**config.mk**
```make
export PLATFORM = sky130hd
export DESIGN_NAME = cash_dispenser_flat
export DESIGN_NICKNAME = d
export VERILOG_FILES = /design/src/rtl/cash_dispenser_if.sv /design/src/rtl/cash_dispenser.sv /design/src/flat_wrapper.sv
export SDC_FILE = /design/constraint.sdc
export NUM_CORES = 1
export LEC_CHECK = 0
export ABC_AREA = 1
export CAP_MARGIN = 20
export CORE_ASPECT_RATIO = 1.4
export CORE_MARGIN = 2
export CORE_UTILIZATION = 30
export CTS_CLUSTER_SIZE = 16
export DETAILED_ROUTE_END_ITERATION = 6
export SYNTH_ARGS = -nofsm -noshare
export SYNTH_HDL_FRONTEND = slang
export SYNTH_SLANG_ARGS = --single-unit
```
**constraint.sdc**
```tcl
create_clock -name clk -period 5.4 [get_ports clk]
set_clock_uncertainty 0.15 [all_clocks]
set_input_delay 1.08 -clock clk [delete_from_list [all_inputs] [get_ports clk]]
set_output_delay 1.08 -clock clk [all_outputs]
set_load 0.01 [all_outputs]
```
**src/rtl/cash_dispenser_if.sv**
```systemverilog
// Handshake bundle between the withdrawal controller (master) and the note dispenser (slave).
interface cash_dispenser_if;
  logic       req;
  logic [7:0] amount;
  logic       refill;
  logic       note_ack;
  logic       busy;
  logic       note_valid;
  logic [5:0] note_sel;
  logic       done;
  logic       err;
  logic [5:0] stock_empty;

  modport master (output req, amount, refill, note_ack,
                  input  busy, note_valid, note_sel, done, err, stock_empty);
  modport slave  (input  req, amount, refill, note_ack,
                  output busy, note_valid, note_sel, done, err, stock_empty);
endinterface

```
**src/rtl/cash_dispenser.sv**
```systemverilog
// Greedy note payout (largest denomination first) with a dry run on shadow stock so a
// payout either completes fully or is rejected before any note moves.
module cash_dispenser #(
  parameter int INIT_NOTES = 10,
  parameter int CNT_W      = 4
) (
  input logic             clk,
  input logic             res,
  cash_dispenser_if.slave bus
);
  typedef enum logic [2:0] {
    IDLE     = 3'd0,
    CHECK    = 3'd1,
    DISPENSE = 3'd2,
    PRESENT  = 3'd3,
    DONE     = 3'd4,
    ERR      = 3'd5
  } state_t;

  localparam logic [CNT_W-1:0] FULL = CNT_W'(INIT_NOTES);
  localparam logic [CNT_W-1:0] ONE  = CNT_W'(1);
  localparam logic [CNT_W-1:0] ZERO = CNT_W'(0);
  localparam logic [2:0]       TOP  = 3'd5;

  state_t           state_r, state_next;
  logic [7:0]       amount_r, amount_next;
  logic [7:0]       rem_r, rem_next;
  logic [2:0]       ptr_r, ptr_next;
  logic [CNT_W-1:0] stock_r     [6];
  logic [CNT_W-1:0] stock_next  [6];
  logic [CNT_W-1:0] shadow_r    [6];
  logic [CNT_W-1:0] shadow_next [6];
  logic [7:0]       val_s;
  logic             shadow_ok_s;
  logic             stock_ok_s;
  logic [5:0]       stock_empty_s;

  function automatic logic [7:0] denom_val(input logic [2:0] p);
    case (p)
      3'd0:    denom_val = 8'd1;
      3'd1:    denom_val = 8'd5;
      3'd2:    denom_val = 8'd10;
      3'd3:    denom_val = 8'd20;
      3'd4:    denom_val = 8'd50;
      3'd5:    denom_val = 8'd100;
      default: denom_val = 8'd255;
    endcase
  endfunction

  // Greedy guards: can the current denomination be taken from shadow / real stock
  always_comb begin
    val_s       = denom_val(ptr_r);
    shadow_ok_s = (rem_r >= val_s) && (shadow_r[ptr_r] != ZERO);
    stock_ok_s  = (rem_r >= val_s) && (stock_r[ptr_r] != ZERO);
  end

  // Next-state and datapath updates
  always_comb begin
    state_next  = state_r;
    amount_next = amount_r;
    rem_next    = rem_r;
    ptr_next    = ptr_r;
    stock_next  = stock_r;
    shadow_next = shadow_r;
    case (state_r)
      IDLE: begin
        if (bus.req) begin
          amount_next = bus.amount;
          rem_next    = bus.amount;
          shadow_next = stock_r;
          ptr_next    = TOP;
          state_next  = CHECK;
        end else if (bus.refill) begin
          for (int i = 0; i < 6; i++) stock_next[i] = FULL;
        end else begin
          state_next = IDLE;
        end
      end
      CHECK: begin
        if (shadow_ok_s) begin
          rem_next           = rem_r - val_s;
          shadow_next[ptr_r] = shadow_r[ptr_r] - ONE;
        end else if (ptr_r != 3'd0) begin
          ptr_next = ptr_r - 3'd1;
        end else if (rem_r == 8'd0) begin
          rem_next   = amount_r;
          ptr_next   = TOP;
          state_next = DISPENSE;
        end else begin
          state_next = ERR;
        end
      end
      DISPENSE: begin
        if (rem_r == 8'd0) begin
          state_next = DONE;
        end else if (stock_ok_s) begin
          state_next = PRESENT;
        end else if (ptr_r != 3'd0) begin
          ptr_next = ptr_r - 3'd1;
        end else begin
          // Unreachable once the dry run has passed; bail out rather than hang
          state_next = ERR;
        end
      end
      PRESENT: begin
        if (bus.note_ack) begin
          stock_next[ptr_r] = stock_r[ptr_r] - ONE;
          rem_next          = rem_r - val_s;
          state_next        = DISPENSE;
        end else begin
          state_next = PRESENT;
        end
      end
      DONE:    state_next = IDLE;
      ERR:     state_next = IDLE;
      default: state_next = IDLE;
    endcase
  end

  // State, datapath and output registers; outputs are loaded from the upcoming state
  always_ff @(posedge clk or posedge res) begin
    if (res) begin
      state_r        <= IDLE;
      amount_r       <= 8'd0;
      rem_r          <= 8'd0;
      ptr_r          <= TOP;
      for (int i = 0; i < 6; i++) begin
        stock_r[i]  <= FULL;
        shadow_r[i] <= FULL;
      end
      bus.busy       <= 1'b0;
      bus.note_valid <= 1'b0;
      bus.note_sel   <= 6'b000000;
      bus.done       <= 1'b0;
      bus.err        <= 1'b0;
    end else begin
      state_r        <= state_next;
      amount_r       <= amount_next;
      rem_r          <= rem_next;
      ptr_r          <= ptr_next;
      stock_r        <= stock_next;
      shadow_r       <= shadow_next;
      bus.busy       <= (state_next != IDLE);
      bus.note_valid <= (state_next == PRESENT);
      bus.note_sel   <= (state_next == PRESENT) ? (6'b000001 << ptr_next) : 6'b000000;
      bus.done       <= (state_next == DONE);
      bus.err        <= (state_next == ERR);
    end
  end

  // Per-denomination empty flags
  always_comb begin
    for (int i = 0; i < 6; i++) stock_empty_s[i] = (stock_r[i] == ZERO);
  end

  assign bus.stock_empty = stock_empty_s;
endmodule
```
**src/flat_wrapper.sv**
```systemverilog
// flat-port wrapper written by rule: the top's interface ports become plain ports
module cash_dispenser_flat 
#(
  parameter int INIT_NOTES = 10,
  parameter int CNT_W      = 4
)
  (clk, res, bus_req, bus_amount, bus_refill, bus_note_ack, bus_busy, bus_note_valid, bus_note_sel, bus_done, bus_err, bus_stock_empty);
  cash_dispenser_if bus_i ();
  input logic clk;
  input logic res;
  input wire logic [$bits(bus_i.req)-1:0] bus_req;
  input wire logic [$bits(bus_i.amount)-1:0] bus_amount;
  input wire logic [$bits(bus_i.refill)-1:0] bus_refill;
  input wire logic [$bits(bus_i.note_ack)-1:0] bus_note_ack;
  output wire logic [$bits(bus_i.busy)-1:0] bus_busy;
  output wire logic [$bits(bus_i.note_valid)-1:0] bus_note_valid;
  output wire logic [$bits(bus_i.note_sel)-1:0] bus_note_sel;
  output wire logic [$bits(bus_i.done)-1:0] bus_done;
  output wire logic [$bits(bus_i.err)-1:0] bus_err;
  output wire logic [$bits(bus_i.stock_empty)-1:0] bus_stock_empty;
  assign bus_i.req = bus_req;
  assign bus_i.amount = bus_amount;
  assign bus_i.refill = bus_refill;
  assign bus_i.note_ack = bus_note_ack;
  assign bus_busy = bus_i.busy;
  assign bus_note_valid = bus_i.note_valid;
  assign bus_note_sel = bus_i.note_sel;
  assign bus_done = bus_i.done;
  assign bus_err = bus_i.err;
  assign bus_stock_empty = bus_i.stock_empty;
  cash_dispenser #(.INIT_NOTES(INIT_NOTES), .CNT_W(CNT_W)) u_core (.clk(clk), .res(res), .bus(bus_i));
endmodule
```
==> impl_metrics.json <==
{
  "synth_top_family_by_area": "simple AND/OR/NAND/NOR gates",
  "hold_class": "reg2reg",
  "maxSlewViolCount": 0,
  "timing.max_cap.violations": 0,
  "finalSetupViolations": 0,
  "hp-start": "u_core.shadow_r[7]",
  "grt_setup_unrepaired": "no",
  "cts_tree": "yes",
  "die_h_um": 158,
  "ant_nets": 0,
  "ys_warn_count": 0,
  "wl_um": 14000,
  "synth-simple-area-share": 0.283,
  "first_pass_iters": 5,
  "pin_count": 29,
  "grt-ovfl-total": 0,
  "required_ps": 5480,
  "crit_path_cell_trace": "buf_4 -> ha_1 -> inv_1 -> nor2_1 -> nor2_1 -> nand2_1 -> inv_1 -> nor2_1 -> nand2_1 -> fa_1 -> o21ai_0 -> o21ai_0 -> nand2_1 -> nand2_2 -> nand2_1 -> nand2_1 -> nand3_1 -> nand2_1 -> nand2_1 -> inv_1 -> nand2_1 -> nor2_1",
  "grt_max_degree": 57,
  "h-tree-depth": 3,
  "dr.first_iter.drc_count": 233,
  "dp_hpwl_um": 10600,
  "n_antenna_cell": 0,
  "synth-async-reset-ratio": 1.00,
  "ys.flop_type": "dfrtp_1",
  "tns_ps": 0,
  "synth-edff-count": 0,
  "start_util": 0.305,
  "synth.net_count": 735,
  "crit_top_cell": "nand2_1",
  "drive_above_1_share": 0.113,
  "min_period_ps": 3990,
  "crit_path_max_fanout": 32,
  "clock.fmax_mhz": 250,
  "synth_top_area_cell": "dfrtp_1",
  "first_global_vias": 4757,
  "die_area_sq_um": 18000,
  "synthMuxAreaShare": 0.00443,
  "rows": 56,
  "ff2ff_setup_slack_ps": 1410,
  "antenna_found_initial": 0,
  "gp_congestion": 0.878,
  "syn_avg_cell_area_sq_um": 7.21,
  "post-route-period-util": 0.740,
  "critPathMaxStageDelay_ps": 530,
  "clock_path_buffers": 2,
  "worst_ep_arrival_time_ps": 4080,
  "tightest_slew_ps": 940,
  "relSlewSlack": 0.367,
  "cts_hold_buf": 0,
  "clock-sinks": 80,
  "viasPerCell": 4.98,
  "reg2regPathDepth": 22,
  "die_w_um": 114,
  "critical_path_class": "reg2reg",
  "worstReg2RegEnd": "u_core.bus.note_sel[0]",
  "yosys-top-cells-area": "dfrtp_1 27%, nand2_1 15%, dfstp_2 13%, inv_1 8.0%, nor2_1 5.1%",
  "portBuffers": 28,
  "ys_ff_latch": 80,
  "drc": 0,
  "syn_area_sq_um": 5080,
  "holdPathEnd": "u_core.shadow_r[7]",
  "synth-xor-area-share": 0.0155,
  "synth_compound_area_frac": 0.149,
  "grt_use_total": 0.165,
  "status": "complete, no violations",
  "hold_viol_final": 0,
  "synth_adder_area_share": 0.0458,
  "yosysSeqAreaShare": 0.401,
  "path_clk_slew_ps": 60,
  "syn-instance-count": 704,
  "clkLatencyLatePin_ps": 350,
  "layout.nets": 762,
  "coreArea_sq_um": 16700,
  "cts-resized-gates": 0,
  "hold_depth": 2,
  "critPathLaunchType": "flip-flop",
  "cts_made_buffers": 9,
  "syn_to_final_growth_pct": 15.8,
  "post_cts_buffers": 0,
  "vias": 4678,
  "synth_cell_types": 43,
  "endpoint_kind": "flip-flop",
  "root_buffer": "clkbuf_16",
  "yosysTopAreaCellShare": 0.266,
  "rr_startpoint": "u_core.ptr_r[0]",
  "grt_pass1_wl_um": 23200,
  "routedWlPerCell_um": 14.9,
  "slowest_stage": "dfstp_2"
}
[cell families after synthesis]
family,count (synthesis)
AO/OA/AOI/OAI,124
XOR/XNOR,9
adder cells (fa/ha/maj),18
buffers and inverters,131
flip-flops,80
multiplexers,2
AND/OR/NAND/NOR,340
[how the worst max path moves through the flow]
stage / end / from
3_5_place_dp: u_core.bus.note_sel[0] / u_core.ptr_r[0]
4_1_cts: u_core.bus.note_sel[0] / u_core.ptr_r[0]
6_report: u_core.bus.note_sel[0] / u_core.ptr_r[0]
2_1_floorplan: u_core.bus.note_sel[0] / u_core.ptr_r[0]
3_3_place_gp: u_core.bus.note_sel[0] / u_core.ptr_r[0]
5_1_grt: u_core.bus.note_sel[4] / u_core.ptr_r[0]
[cells in the mapped netlist (all sizes together) (3+ instances only)]
master / number
o21ai: 48
nor3: 9
nand3: 39
o22ai: 33
a21oi: 19
a31oi: 6
inv: 115
nor2: 73
xor2: 5
xnor2: 4
nand2: 205
ha: 17
clkbuf: 6
o211ai: 8
dfstp: 26
buf: 10
nor4: 7
or2: 3
dfrtp: 54
[layer usage]
metal / wire (um) / global-route usage / vias to the layer above
li1: - / - / 2333
met1: 5680 / 0.183 / 2178
met2: 7270 / 0.303 / 124
met3: 476 / 0.0272 / 43
met4: 614 / 0.0825 / 0
met5: 0 / 0 / -
[critical path: cells and delay by family, from the launching register on]
family	cells	cell delay (ps)
buffers and inverters	4	510
and+or+nand+nor	14	1520
adders and majority gates	2	680
DFF	1	530
AOI/OAI and AO/OA	2	480
[final cells by class]
| class | count | area [sq um] |
|---|---|---|
| fillers | 1779 | 10800 |
| flip-flops and latches | 80 | 2030 |
| inverters | 115 | 433 |
| well taps | 203 | 254 |
| clock inverters | 7 | 80.1 |
| clock buffers | 9 | 225 |
| repair buffers | 32 | 323 |
| multi-input cells | 493 | 2530 |
[per-stage QoR]
stage	cell area (sq um)	setup WS [ps]	util	hold WS, ps	cells
after floorplan	5080	1970	-	296	704
after global placement	5550	1490	0.333	308	922
after detailed placement	5550	1450	0.333	307	922
after CTS	5860	1460	0.351	317	938
after global routing	5880	1030	0.353	333	939
final	5880	1410	0.353	318	939
[state kept, by name (all words and copies together) (netlist names), 3 cells and up]
register,flops
u_core.amount_r,8
u_core.bus.note_sel,6
u_core.ptr_r,3
u_core.rem_r,8
u_core.shadow_r,24
u_core.state_r,3
u_core.stock_r,24
[layout by cell type, fill, tap and decap left out, drive strengths merged, types with 3 or more instances in the layout]
cell type        n
a31oi            6
buf              4
nor4             7
clkbuf           9
nor3             9
dfstp           26
inv            116
nor2            73
o21ai           48
o22ai           33
clkdlybuf4s50   28
or2              3
nand2          205
xor2             5
ha              17
dfrtp           54
o211ai           8
xnor2            4
nand3           39
a21oi           19
clkinv           3
Power is left out: the tool's default activity adds up to more than one toggle a clock period on the data nets, which glitch-free logic cannot reach.
